<file path="config.mk">
export PLATFORM = sky130hd
export DESIGN_NAME = telemetry_uart_tx
export DESIGN_NICKNAME = d
export VERILOG_FILES = /design/src/rtl/telemetry_uart_tx.sv
export SDC_FILE = /design/constraint.sdc
export NUM_CORES = 1
export LEC_CHECK = 0
export ABC_AREA = 1
export BUFFER_PORTS_ARGS = -buffer_cell sky130_fd_sc_hd__clkbuf_2
export CAP_MARGIN = 5
export CORE_ASPECT_RATIO = 0.6
export CORE_MARGIN = 2
export CORE_UTILIZATION = 43
export DETAILED_ROUTE_END_ITERATION = 10
export PLACE_DENSITY = 0.72
export SETUP_SLACK_MARGIN = 0.05
export SLEW_MARGIN = 20
export SYNTH_ARGS = -nofsm -noshare
export SYNTH_HDL_FRONTEND = slang
export SYNTH_SLANG_ARGS = --single-unit
</file>
<file path="constraint.sdc">
create_clock -name FCLK_CLK0_0 -period 2.4 [get_ports FCLK_CLK0_0]
set_clock_uncertainty 0.2 [all_clocks]
set_input_delay 0.48 -clock FCLK_CLK0_0 [delete_from_list [all_inputs] [get_ports FCLK_CLK0_0]]
set_output_delay 0.48 -clock FCLK_CLK0_0 [all_outputs]
set_load 0.02 [all_outputs]
</file>
<file path="src/rtl/telemetry_uart_tx.sv">
// -----------------------------------------------------------------------------
// telemetry_uart_tx
//
// UART 8N1 transmitter for the telemetry downlink. On a send strobe in IDLE it
// latches the payload and transmits one frame on TxD:
//   START_BYTE, payload byte 0 .. PAYLOAD_BYTES-1, XOR checksum, STOP_BYTE
// Characters are 1 start bit, 8 data bits LSB first and 1 stop bit. Each bit
// lasts CLKS_PER_BIT cycles. Characters follow each other with no idle gap.
//
// Ports
//   FCLK_CLK0_0      in   system clock, rising edge
//   FCLK_RESET0_N_0  in   asynchronous active-low reset
//   send             in   request strobe, accepted only in IDLE
//   payload          in   8*PAYLOAD_BYTES bits, byte k = payload[8k+7:8k]
//   busy             out  high while a frame is being transmitted
//   done             out  one-cycle pulse after the last stop bit
//   TxD              out  registered serial line, idle high
// -----------------------------------------------------------------------------
module telemetry_uart_tx #(
  parameter int         CLKS_PER_BIT  = 434,
  parameter int         PAYLOAD_BYTES = 4,
  parameter logic [7:0] START_BYTE    = 8'h0A,
  parameter logic [7:0] STOP_BYTE     = 8'h08
) (
  input  logic                       FCLK_CLK0_0,
  input  logic                       FCLK_RESET0_N_0,
  input  logic                       send,
  input  logic [8*PAYLOAD_BYTES-1:0] payload,
  output logic                       busy,
  output logic                       done,
  output logic                       TxD
);

  localparam int BAUD_W = (CLKS_PER_BIT > 1) ? $clog2(CLKS_PER_BIT) : 1;
  localparam int BIDX_W = $clog2(PAYLOAD_BYTES + 3);

  localparam logic [BAUD_W-1:0] BAUD_LAST = BAUD_W'(CLKS_PER_BIT - 1);
  localparam logic [BIDX_W-1:0] BYTE_LAST = BIDX_W'(PAYLOAD_BYTES + 2);

  typedef enum logic [2:0] {
    S_IDLE,
    S_START,
    S_DATA,
    S_STOP,
    S_DONE
  } state_t;

  state_t                     r_state;
  logic [BAUD_W-1:0]          r_baud;
  logic [2:0]                 r_bit_idx;
  logic [BIDX_W-1:0]          r_byte_idx;
  logic [7:0]                 r_shift;
  logic [8*PAYLOAD_BYTES-1:0] r_payload;
  logic [7:0]                 r_chk;
  logic                       r_txd;
  logic                       r_busy;
  logic                       r_done;

  logic                       w_baud_tc;
  logic [BIDX_W-1:0]          w_byte_idx_nxt;
  logic [7:0]                 w_next_byte;

  // XOR of all payload bytes.
  function automatic logic [7:0] payload_xor(input logic [8*PAYLOAD_BYTES-1:0] pl);
    logic [7:0] acc;
    acc = 8'h00;
    for (int k = 0; k < PAYLOAD_BYTES; k++) begin
      acc = acc ^ pl[8*k +: 8];
    end
    return acc;
  endfunction

  // Frame byte at a given position: 0 = START_BYTE, 1..P = payload,
  // P+1 = checksum, P+2 = STOP_BYTE.
  function automatic logic [7:0] byte_at(input logic [BIDX_W-1:0]          idx,
                                         input logic [8*PAYLOAD_BYTES-1:0] pl,
                                         input logic [7:0]                 chk);
    logic [7:0] b;
    b = STOP_BYTE;
    if (idx == '0) begin
      b = START_BYTE;
    end else if (idx == BIDX_W'(PAYLOAD_BYTES + 1)) begin
      b = chk;
    end else begin
      for (int k = 0; k < PAYLOAD_BYTES; k++) begin
        if (idx == BIDX_W'(k + 1)) b = pl[8*k +: 8];
      end
    end
    return b;
  endfunction

  assign w_baud_tc      = (r_baud == BAUD_LAST);
  assign w_byte_idx_nxt = r_byte_idx + BIDX_W'(1);
  assign w_next_byte    = byte_at(w_byte_idx_nxt, r_payload, r_chk);

  assign busy = r_busy;
  assign done = r_done;
  assign TxD  = r_txd;

  always_ff @(posedge FCLK_CLK0_0 or negedge FCLK_RESET0_N_0) begin
    if (!FCLK_RESET0_N_0) begin
      r_state    <= S_IDLE;
      r_baud     <= '0;
      r_bit_idx  <= '0;
      r_byte_idx <= '0;
      r_shift    <= '0;
      r_payload  <= '0;
      r_chk      <= '0;
      r_txd      <= 1'b1;
      r_busy     <= 1'b0;
      r_done     <= 1'b0;
    end else begin
      // Baud counter runs only while a bit is on the line.
      if (r_state == S_START || r_state == S_DATA || r_state == S_STOP) begin
        r_baud <= w_baud_tc ? '0 : r_baud + BAUD_W'(1);
      end else begin
        r_baud <= '0;
      end

      case (r_state)
        S_IDLE: begin
          r_txd  <= 1'b1;
          r_busy <= 1'b0;
          r_done <= 1'b0;
          if (send) begin
            // Start bit goes out from the accepting edge itself.
            r_payload  <= payload;
            r_chk      <= payload_xor(payload);
            r_shift    <= START_BYTE;
            r_byte_idx <= '0;
            r_bit_idx  <= '0;
            r_txd      <= 1'b0;
            r_busy     <= 1'b1;
            r_state    <= S_START;
          end
        end

        S_START: begin
          if (w_baud_tc) begin
            r_txd     <= r_shift[0];
            r_shift   <= {1'b0, r_shift[7:1]};
            r_bit_idx <= '0;
            r_state   <= S_DATA;
          end
        end

        S_DATA: begin
          if (w_baud_tc) begin
            if (r_bit_idx == 3'd7) begin
              r_txd   <= 1'b1;
              r_state <= S_STOP;
            end else begin
              r_txd     <= r_shift[0];
              r_shift   <= {1'b0, r_shift[7:1]};
              r_bit_idx <= r_bit_idx + 3'd1;
            end
          end
        end

        S_STOP: begin
          if (w_baud_tc) begin
            if (r_byte_idx == BYTE_LAST) begin
              r_txd   <= 1'b1;
              r_busy  <= 1'b0;
              r_done  <= 1'b1;
              r_state <= S_DONE;
            end else begin
              // Next start bit follows the stop bit with no gap.
              r_byte_idx <= w_byte_idx_nxt;
              r_shift    <= w_next_byte;
              r_txd      <= 1'b0;
              r_state    <= S_START;
            end
          end
        end

        S_DONE: begin
          // send is deliberately ignored here, leaving one idle-high cycle.
          r_txd   <= 1'b1;
          r_busy  <= 1'b0;
          r_done  <= 1'b0;
          r_state <= S_IDLE;
        end

        default: begin
          r_txd   <= 1'b1;
          r_busy  <= 1'b0;
          r_done  <= 1'b0;
          r_state <= S_IDLE;
        end
      endcase
    end
  end

endmodule

</file>
==> results.py <==
metrics = {
    "worst_setup_path": {
        "cp-start-kind": "flip-flop",
        "cp.required_ns": 2.47,
        "critPathMostFrequentCell": "nand2_1",
        "cp_slowest_stage_delay_ns": 0.43,
        "end_kind": "flip-flop",
        "arrival_ns": 2.19,
        "critPathSlowestCell": "dfrtp_1",
        "path_class": "reg -> reg",
        "crit_fanout": 15,
        "cp_cell_sequence": "ha_1 > inv_1 > nand2_1 > nand2_1 > nand2_1 > inv_1 > nand2_1 > nand2_1 > inv_1 > nand2_1 > nand2_1 > a21oi_2",
    },
    "floorplanning": {
        "core_area_um2": 8426,
        "rows": 26,
        "io-pin-count": 38,
        "die_y_um": 75.85,
        "die_x_um": 123.8,
        "die-area_um2": 9386,
        "start_util_pct": 43.91,
    },
    "place": {
        "io_buffers": 37,
        "globalplace.congestion": 0.8470,
        "dp_slack_ns": 0.2981,
        "dp_hpwl_um": 6066,
    },
    "grt": {
        "grt_max_degree": 38,
        "grt_pass1_vias": 3040,
        "grt_antenna_before_repair": 0,
        "grt_usage_pct": 20.23,
        "grt_overflow": 0,
        "grt_pass1_wl_um": 14120,
    },
    "cells_and_area": {
        "syn_to_final_growth_pct": 17.42,
        "finalNetCount": 567,
        "fill_cells": 802,
        "drive_gt1_share_pct": 15.94,
        "fin_util_pct": 51.56,
        "antenna_cells": 0,
    },
    "logic_synthesis": {
        "yosys_warnings": 0,
        "synth_edf_count": 0,
        "async_flop_share_pct": 100.0,
        "synth-seq-area-share_pct": 46.70,
        "ys_types": 33,
        "syn_nets": 519,
        "netlist_instances": 475,
        "ys_ff_latch": 69,
        "synth_top_area_cell": "dfrtp_1",
        "avgSynthCellArea_um2": 7.789,
        "synth_ff_type": "dfrtp_1",
        "yosys-top-cells-area": "dfrtp_1 (46%), nand2_1 (17%), xnor2_1 (5.9%)",
        "syn-cell-area_um2": 3700,
        "synth_top_area_share_pct": 45.99,
    },
    "timing": {
        "relSlewSlack_pct": 60.74,
        "min_period_ns": 2.119,
        "drv_slew": 0,
        "finalSetupTns_ns": 0,
        "rsz0062_at_grt": "no",
        "hold_viol_final": 0,
        "setup-violations-final": 0,
        "setup_slack_ns": 0.2810,
        "holdWs_ns": 0.1679,
        "fmax_mhz": 471.9,
        "period_share_pct": 88.29,
        "tightestPinTransition_ns": 0.5880,
    },
    "drt": {
        "drt_iter0_drc": 228,
        "viasPerCell": 4.934,
        "routed_wl_um": 8379,
        "drc": 0,
        "vias": 3153,
        "wl_per_cell_um": 13.11,
        "dr.pass1.iters": 5,
        "ant_nets": 0,
    },
    "cts": {
        "htree_levels": 3,
        "clock_sinks": 69,
        "cts_tree": "built",
        "clkTransAtPathRegs_ns": 0.06,
        "clk_path_buf_depth": 2,
        "insertion_delay_ns": 0.34,
        "cts-root-buf": "clkbuf_16",
        "cts_setup_buffers": 0,
        "cts_buffers": 9,
    },
    "power": {
        "p_leak_nw": 2.173,
        "power_mw": 5.484,
        "p_per_area_nw_per_um2": 1262,
        "peakVddDrop_mv": 0.4782,
    },
    "status": {
        "status": "finished clean",
    },
    "min_path": {
        "min_path_type": "in -> reg",
    },
    "job": {
        "drv_cap": 0,
    },
}
==> Yosys cell counts, drive strengths merged (2+ instances only) <==
library cell	n
nor3	6
ha	9
xnor2	25
nand3b	2
clkbuf	7
a21oi	12
dfrtp	68
nand2	171
o21ai	38
inv	52
nand3	18
nand4	4
nor2	53
==> layer usage <==
metal  share of wire (%)  global-route usage (%)
met5                   0                       0
met4                0.84                   5.177
met3                 6.6                   7.410
met2                  43                   32.36
met1                  49                   26.38
==> power breakdown <==
| group | internal [mW] | switching [mW] |
|---|---|---|
| clock network | 0.798 | 0.480 |
| logic | 0.793 | 1.47 |
| registers | 1.65 | 0.287 |
==> final timing paths <==
path	from	end	slack, ns	cells after the start
worst min register to register	r_payload[23]$_DFFE_PN0P_	r_payload[23]$_DFFE_PN0P_	0.27	2
worst max-delay path	r_byte_idx[0]$_DFFE_PN0P_	r_shift[3]$_DFFE_PN0P_	0.28	12
max in group asynchronous	FCLK_RESET0_N_0	r_payload[8]$_DFFE_PN0P_	0.93	3
min in group asynchronous	FCLK_RESET0_N_0	r_shift[3]$_DFFE_PN0P_	0.45	2
worst min-delay path	payload[15]	r_payload[15]$_DFFE_PN0P_	0.17	3
worst max register to register	r_byte_idx[0]$_DFFE_PN0P_	r_shift[3]$_DFFE_PN0P_	0.28	12
==> logic make-up (layout without fill, tap and decap cells) <==
logic type               count (synthesis)  after routing  synth area share, %
AND/OR/NAND/NOR                        254            254                28.78
adder cells (fa/ha/maj)                  9              9                3.044
flip-flops                              69             69                46.70
XOR/XNOR                                25             25                5.918
AO/OA/AOI/OAI                           57             57                9.199
buffers and inverters                   61            113                6.358
==> flip-flops by register name, indices dropped and copies added, names as in the netlist <==
signal and flops:
done 1, r_chk 8, r_shift 8, r_bit_idx 3, r_byte_idx 3, r_baud 9, TxD 1, r_state 3
r_payload 32, busy 1
==> critical path, delay by kind of cell, from the launching register on <==
family | cells | cell delay [ns]
buf+inv | 3 | 0.28
simple gates | 7 | 0.74
fa+ha+maj | 1 | 0.25
compound gates | 1 | 0.13
flops | 1 | 0.43
==> area by class of cell <==
cell class,instances,area (um^2),area share [%]
Inverter,53,203.9,4.695
Multi-Input combinational cell,345,1737,39.98
Clock buffer,13,240.2,5.530
Clock inverter,2,35.03,0.8065
Sequential cell,69,1728,39.78
Tap cell,112,140.1,3.226
Timing Repair Buffer,45,260.3,5.991
==> placed cells by master (no fill, tap or decap), types with 5 or more instances in the layout <==
cell type and n:
o21ai_0 33, a21oi_2 7, nor2_2 9, clkbuf_16 9, xnor2_1 25, inv_1 47
inv_2 5, nand3_1 18, nor2_1 44, a21oi_1 5, buf_4 6, ha_1 9
nand2_1 169, dfrtp_1 68, clkbuf_2 36
==> per-stage QoR <==
stage / cells / instance area (um^2)
after floorplan: 475 / 3700
final: 639 / 4344
after CTS: 639 / 4344
after global placement: 623 / 4059
after detailed placement: 623 / 4059
after global routing: 639 / 4344
==> repair_timing <==
item                                   in CTS  in global routing
endpoints found under the hold margin      18                  0
setup endpoints to repair                   0                  0
hold buffers                                1                  0
gates resized for setup                     0                  0
(Power assumes the default switching activity.)
